`src/rtl/uart_rx.sv`:
```
`default_nettype none
// ============================================================================
// Module   : uart_rx
// Purpose  : 8N1 UART receiver. Synchronises the asynchronous RX line,
//            verifies the start bit at mid-bit, samples 8 data bits LSB-first
//            at mid-bit and checks the stop bit. Good bytes are presented with
//            a one-cycle valid strobe; a low stop bit gives a one-cycle
//            framing_err strobe.
// Ports    : clk          - system clock, rising edge
//            rst_n        - asynchronous active-low reset
//            rx_line      - serial line, idle high, asynchronous to clk
//            data[7:0]    - last good byte, holds between frames
//            valid        - one-cycle strobe, data is new this cycle
//            framing_err  - one-cycle strobe, stop bit sampled low
//            busy         - high in every state except IDLE
// Options  : UART_RX_MAJORITY_EN - when defined, each sample point uses the
//            majority of the synchronised line over the sample cycle and the
//            two cycles before it (same sample cycles, no added latency).
// Revision : 1.0 - initial release
// ============================================================================
module uart_rx #(
  parameter int CLKS_PER_BIT = 10416  // legal range 8..16383
) (
  input  logic       clk,
  input  logic       rst_n,
  input  logic       rx_line,
  output logic [7:0] data,
  output logic       valid,
  output logic       framing_err,
  output logic       busy
);

  localparam int          HALF      = CLKS_PER_BIT / 2;
  localparam logic [13:0] C_HALF_M1 = 14'(HALF - 1);
  localparam logic [13:0] C_BIT_M1  = 14'(CLKS_PER_BIT - 1);

  typedef enum logic [2:0] {
    ST_IDLE      = 3'd0,
    ST_START     = 3'd1,
    ST_DATA      = 3'd2,
    ST_STOP      = 3'd3,
    ST_WAIT_HIGH = 3'd4
  } state_t;

  logic        sync1_q;
  logic        rxs_q;
  state_t      state_q,       state_d;
  logic [13:0] prscl_q,       prscl_d;
  logic [2:0]  index_q,       index_d;
  logic [7:0]  shreg_q,       shreg_d;
  logic [7:0]  data_q,        data_d;
  logic        valid_q,       valid_d;
  logic        framing_err_q, framing_err_d;
  logic        busy_q,        busy_d;
  logic        sample_w;

`ifdef UART_RX_MAJORITY_EN
  // Two previous synchronised values; together with rxs_q they form the
  // 3-sample window voted on at each sample point.
  logic [1:0] hist_q;
  assign sample_w = (rxs_q & hist_q[0]) | (rxs_q & hist_q[1]) | (hist_q[0] & hist_q[1]);
`else
  assign sample_w = rxs_q;
`endif

  always_comb begin
    state_d       = state_q;
    prscl_d       = prscl_q;
    index_d       = index_q;
    shreg_d       = shreg_q;
    data_d        = data_q;
    valid_d       = 1'b0;
    framing_err_d = 1'b0;

    case (state_q)
      ST_IDLE: begin
        prscl_d = '0;
        index_d = '0;
        if (!rxs_q) state_d = ST_START;
      end
      ST_START: begin
        if (prscl_q == C_HALF_M1) begin
          prscl_d = '0;
          // A high sample at mid-start means the low was a glitch.
          state_d = sample_w ? ST_IDLE : ST_DATA;
        end else begin
          prscl_d = prscl_q + 14'd1;
        end
      end
      ST_DATA: begin
        if (prscl_q == C_BIT_M1) begin
          prscl_d          = '0;
          shreg_d[index_q] = sample_w;
          index_d          = index_q + 3'd1;
          if (index_q == 3'd7) state_d = ST_STOP;
        end else begin
          prscl_d = prscl_q + 14'd1;
        end
      end
      ST_STOP: begin
        if (prscl_q == C_BIT_M1) begin
          prscl_d = '0;
          if (sample_w) begin
            data_d  = shreg_q;
            valid_d = 1'b1;
            state_d = ST_IDLE;     // IDLE from mid-stop allows back-to-back frames
          end else begin
            framing_err_d = 1'b1;
            state_d       = ST_WAIT_HIGH;
          end
        end else begin
          prscl_d = prscl_q + 14'd1;
        end
      end
      ST_WAIT_HIGH: begin
        // Hold off while the line stays low (break) so it is not re-read
        // as a new start bit.
        prscl_d = '0;
        if (rxs_q) state_d = ST_IDLE;
      end
      default: begin
        state_d = ST_IDLE;
        prscl_d = '0;
        index_d = '0;
      end
    endcase

    busy_d = (state_d != ST_IDLE);
  end

  always_ff @(posedge clk or negedge rst_n) begin
    if (!rst_n) begin
      sync1_q       <= 1'b1;
      rxs_q         <= 1'b1;
`ifdef UART_RX_MAJORITY_EN
      hist_q        <= 2'b11;
`endif
      state_q       <= ST_IDLE;
      prscl_q       <= '0;
      index_q       <= '0;
      shreg_q       <= '0;
      data_q        <= '0;
      valid_q       <= 1'b0;
      framing_err_q <= 1'b0;
      busy_q        <= 1'b0;
    end else begin
      sync1_q       <= rx_line;
      rxs_q         <= sync1_q;
`ifdef UART_RX_MAJORITY_EN
      hist_q        <= {hist_q[0], rxs_q};
`endif
      state_q       <= state_d;
      prscl_q       <= prscl_d;
      index_q       <= index_d;
      shreg_q       <= shreg_d;
      data_q        <= data_d;
      valid_q       <= valid_d;
      framing_err_q <= framing_err_d;
      busy_q        <= busy_d;
    end
  end

  assign data        = data_q;
  assign valid       = valid_q;
  assign framing_err = framing_err_q;
  assign busy        = busy_q;

endmodule
`default_nettype wire

```
`config.mk`:
```
export PLATFORM = sky130hd
export DESIGN_NAME = uart_rx
export DESIGN_NICKNAME = d
export VERILOG_FILES = /design/src/rtl/uart_rx.sv
export SDC_FILE = /design/constraint.sdc
export NUM_CORES = 1
export LEC_CHECK = 0
export BUFFER_PORTS_ARGS = -buffer_cell sky130_fd_sc_hd__buf_4
export CORE_ASPECT_RATIO = 0.6
export CORE_UTILIZATION = 50
export DETAILED_ROUTE_END_ITERATION = 10
export MAX_ROUTING_LAYER = met4
export PLACE_DENSITY = 0.66
export SLEW_MARGIN = 20
export SYNTH_ARGS = -nofsm -noshare
export SYNTH_HDL_FRONTEND = slang
export SYNTH_SLANG_ARGS = --single-unit
```
`constraint.sdc`:
```
create_clock -name clk -period 2.2 [get_ports clk]
set_clock_uncertainty 0.2 [all_clocks]
set_input_delay 0.11 -clock clk [delete_from_list [all_inputs] [get_ports clk]]
set_output_delay 0.11 -clock clk [all_outputs]
set_load 0.05 [all_outputs]
```
==> Word level (Yosys, flattened, before mapping) <==
Index checks and enable logic that the tools add are counted.
{ "word_totals": {"register_bits": 41, "output_inout_bits": 11} }
{ "op_classes": {"eq_ne": 8, "bitwise_logic": 1, "muxes": 23, "reduce_logical": 8, "add_sub_neg": 2, "order_cmp": 2} }
{ "op_table": {"columns": ["cell", "count"], "rows": [
  ["$mux W14", 2],
  ["$pmux W14 S2", 1],
  ["$mux W3", 8],
  ["$pmux W3 S5", 1],
  ["$add A14 B1 Y14 const B", 1],
  ["$eq A14 B13 Y1 const B", 1],
  ["$eq A14 B14 Y1 const B", 1],
  ["$bwmux W8", 1],
  ["$mux W1", 7],
  ["$eq A3 B2 Y1 const B", 2],
  ["$eq A3 B3 Y1 const B", 2],
  ["$pmux W3 S2", 1],
  ["$lt A3 B4 Y1 const B", 1],
  ["$reduce_and A2 Y1", 2],
  ["$add A3 B1 Y3 const B", 1],
  ["$demux W1 S3", 1],
  ["$eq A3 B1 Y1 const B", 1],
  ["$ge A3 B1 Y1 const B", 1],
  ["$logic_not A3 Y1", 1],
  ["$reduce_and A3 Y1", 1],
  ["$reduce_bool A3 Y1", 1],
  ["$reduce_or A3 Y1", 1],
  ["$mux W2", 1],
  ["$ne A2 B2 Y1 const B", 1],
  ["other kinds (3)", 3]
]} }

==> Depth between registers and ports, before layout <==
{ "depth": {"depth_word": 5, "ltp_mapped": 8, "mapped_depth_nobuf": 5} }

==> Least setup slack after synthesis <==
No wires, ideal clock.
{ "synth_timing": {"kind": "reg2reg", "start": "register prscl_q[0]", "end": "register data_q[0], in the netlist data[0]", "stages_incl_launch_ff": 7, "t_required_ns": 1.875, "slack_ns": 0.223, "setup_time_ns": 0.125, "synth_period_minus_slack_ns": 1.977, "arrival_time_ns": 1.653, "path_cell_list": "dfrtp_1 > ha_1 > and3_1 > buf_2 > nand3_4 > nor3_4 > mux2_2"} }
{ "synth_via": {"elab_chain_len": 2} }
{ "synth_lines": {"columns": ["element", "line_no", "text"], "rows": [
  ["from (decl)", "48", "logic [13:0] prscl_q, prscl_d;"],
  ["from (signal assigned)", "153", "prscl_q <= prscl_d;"],
  ["$eq A14 B14 Y1", "101", "if (prscl_q == C_BIT_M1) begin"],
  ["$reduce_and A3 Y1 (no source line)", null, null],
  ["to (signal assigned)", "156", "data_q <= data_d;"],
  ["to (decl)", "51", "logic [7:0] data_q, data_d;"]
]} }
Every way passes these cells.
A chain may end at the register's enable or synchronous reset.

==> Worst setup path in the final report <==
{ "layout_timing": {"start": "register prscl_q[0]", "end": "register prscl_q[12]"} }
{ "layout_via": {"elab_chain_len": 3} }
{ "layout_lines": {"columns": ["element", "line_no", "text"], "rows": [
  ["$add A14 B1 Y14 (tied with other cells)", "87, 97, 112", null],
  ["$mux W14 (on tied branches)", "91, 101, 82", null],
  ["$pmux W14 S2 (*)", "75", "case (state_q)"],
  ["named net prscl_d[12]", "48", null]
]} }
The timed path passes the listed nets; every way through them passes the cells marked *.

==> key figures <==
Worst setup path
  • CP Launch Type: flop
  • Largest stage delay, worst path: 400 ps
  • Reg2reg path depth: 6
  • Cell chain of the critical path: ha_1 -> and3_1 -> buf_4 -> and4_1 -> o22a_4 -> a22oi_1
  • Req. time, crit path: 2210 ps
  • Setup crit end kind: flop
  • Slowest stage cell, crit path: dfrtp_1
  • Buffers & Inverters on Critical Path: 1
  • Arrival @ worst endpoint: 2130 ps
  • Crit Path Class: flop to flop
  • R2R Path End: prscl_q[12]$_DFF_PN0_
  • Flop2flop setup slack: 80 ps
  • R2R Path Start: prscl_q[0]$_DFF_PN0_
  • Cell family with most CP delay: compound AO/OA/AOI/OAI gates
  • CP max FO: 16

Timing
  • Relative slew margins: 65.5%
  • Final Hold Vio Count: 0
  • Final setup vio count: 0
  • TNS Setup: 0 ps
  • Fmax: 472 MHz
  • Worst-margin pin slew: 517 ps
  • Fin crit share: 96.3%
  • Final hold slack: 120 ps
  • Slack of the critical path: 81.4 ps
  • Slew Viols, Final: 0
  • Tmin final: 2120 ps

Yosys
  • Sequential cell area fraction in the yosys report: 52.0%
  • Yosys top cell by area: dfrtp_1
  • XOR/XNOR share of the synthesized area: 3.99%
  • Simple-Gate Fraction of Synth Area: 19.2%
  • Largest family of logic cells by synthesized area: simple AND/OR/NAND/NOR gates
  • Commonest register cell after synthesis: dfrtp_1
  • Compound-cell area share of the yosys netlist: 10.1%
  • Post-synth ARST share: 100%
  • Synth Warn #: 0
  • Yosys top cell area share: 49.4%
  • Post-synth EDFFs: 0
  • Syn Inst Count: 173
  • Synth Net Count: 179
  • Synth area leaders: dfrtp_1 (49%), mux2_2 (9.1%), a21oi_1 (2.8%), dfstp_2 (2.7%), nand2_1 (2.5%)
  • Mean Syn Cell Area: 11.4 sq um
  • Cell Area, Synth: 1980 sq um
  • #FFs+latches synth: 41
  • Post-synthesis mux area share: 9.11%
  • Post-synth cell types: 42
  • Adder-cell area share of the yosys netlist: 1.90%

Cells and area
  • Most frequent cells in the layout: dfrtp_1 (39), buf_4 (25), mux2_2 (16)
  • Layout area overhead: 19.6%
  • Fraction of layout cells with a size suffix above 1: 31.3%
  • Commonest non-fill, non-tap cell in the layout: dfrtp_1
  • Fin util: 63.5%
  • Fin nets: 206
  • N_diodes: 0

Routing
  • Router iterations before antenna repair: 5
  • Met1 wire length: 2.08 mm
  • Antenna-violating nets left: 0
  • Routed WL per cell: 17.2 microns
  • Met3 wire len: 320 microns
  • Routed via count: 1,481
  • Vias per std cell: 5.97
  • Iter 0 DRT Violations: 171
  • DR top layer: met4
  • DR DRC count: 0
  • Detailed route wirelength on metal2: 1.79 mm
  • Final wirelength: 4.25 mm

Global routing
  • Largest net degree at the start of global routing: 42
  • First-pass GRT wire length: 6.97 mm
  • Remaining Overflow, GRT: 0
  • Overall Global Routing Usage: 23.0%
  • Initial antenna violation count: 0
  • Vias in the first global route: 1,379

Outcome
  • Outcome: finished, final reports clean

Clock network
  • Post-CTS Setup Inserts: 0
  • CTS tree: yes
  • Total CTS buffers: 5
  • CTS root buf: clkbuf_8
  • Clk sinks: 41
  • Clock Latency Late Sink: 300 ps
  • Clock-pin slew on the worst setup and hold paths: 80 ps
  • CTS max path bufs: 2
  • H-tree levels: 2

Placement
  • Place WS: 41.7 ps
  • Port Buffers: 13
  • DP Wirelength: 2.98 mm
  • Gp weighted congestion: 0.875

Die
  • Die area: 4220 sq um
  • Rows: 17
  • Core Area: 3720 sq um
  • Initial Utilization: 53.1%
  • I/O pin count: 14
  • Horiz. Die Dim: 83.2 microns
  • Die Span Y: 50.7 microns

Pwr
  • Peak VDD IR: 0.426 mV
  • PD cells: 597 nW/um^2
  • Leak Pwr: 0.00107 uW

Run
  • Max-Cap Viols: 0

Hold path
  • HP Class: input pin to asynchronous set/reset pin
area by class of cell:
class                           instances  area, sq um
Clock buffer                            7         86.3
Multi-Input combinational cell        117          907
Sequential cell                        41         1030
Clock inverter                          1         30.0
Inverter                                7         26.3
Tap cell                               47         58.8
Fill cell                             304         1360
Timing Repair Buffer                   28          228
state kept, by name, indices dropped and copies added (netlist names):
register and count:
busy 1, data 8, framing_err 1, index_q 3, prscl_q 14, rxs_q 1, shreg_q 8, state_q 3
sync1_q 1, valid 1
report_power, final:
group / switching, uW / internal [uW]
logic: 17.9 / 6.06
registers: 1.04 / 756
clock network: 261 / 370
repair_timing:
| action | CTS | global route |
|---|---|---|
| endpoints found under the setup margin | 0 | 3 |
| hold buffers | 2 | 0 |
| resized for setup | 0 | 5 |
| endpoints found under the hold margin | 42 | 0 |
cells by family after synthesis:
family | Yosys count
adder cells (fa/ha/maj) | 3
XOR/XNOR | 9
AND/OR/NAND/NOR | 60
AO/OA/AOI/OAI | 29
buffers and inverters | 15
flip-flops | 41
multiplexers | 16
cells in the mapped netlist, types with 2 or more instances:
| library cell | instances |
|---|---|
| nor3_1 | 5 |
| xor2_1 | 5 |
| a32oi_1 | 2 |
| a21oi_1 | 11 |
| buf_2 | 5 |
| o32ai_1 | 3 |
| nand2_1 | 13 |
| o21ai_0 | 3 |
| nor4_1 | 7 |
| mux2_2 | 16 |
| dfstp_2 | 2 |
| nand4_1 | 4 |
| nand3_1 | 5 |
| dfrtp_1 | 39 |
| nor4b_1 | 2 |
| inv_1 | 7 |
| or3_1 | 2 |
| and4bb_2 | 2 |
| xnor2_1 | 4 |
| and4_1 | 4 |
| nor2_1 | 6 |
| a22oi_1 | 4 |
| ha_1 | 3 |
layer usage:
layer	track usage, %	vias to the layer above
met1	33.8	716
met2	29.5	62
met3	5.92	6
met4	10.1	0
li1	-	697
met5	-	-
worst max-delay path by stage:
stage                    startpoint                      to  slack (ps)  cells past startpoint
6_report       prscl_q[0]$_DFF_PN0_   prscl_q[12]$_DFF_PN0_          80                      6
5_1_grt        prscl_q[0]$_DFF_PN0_  shreg_q[3]$_DFFE_PN0P_        -0.9                      6
4_1_cts        prscl_q[6]$_DFF_PN0_  shreg_q[3]$_DFFE_PN0P_          30                      5
2_1_floorplan  prscl_q[0]$_DFF_PN0_     data[0]$_DFFE_PN0P_         220                      6
3_3_place_gp   prscl_q[0]$_DFF_PN0_  shreg_q[3]$_DFFE_PN0P_          80                      6
3_5_place_dp   prscl_q[0]$_DFF_PN0_  shreg_q[3]$_DFFE_PN0P_          40                      6
metrics by stage:
step | total power, uW | cell area [sq um] | std cells
after floorplan | 774 | 1980 | 173
after CTS | 1430 | 2330 | 248
after global routing | 1460 | 2360 | 248
after global placement | 793 | 2200 | 238
final | 1410 | 2360 | 248
after detailed placement | 795 | 2200 | 238
No activity file was read; power rests on OpenSTA's default activity.
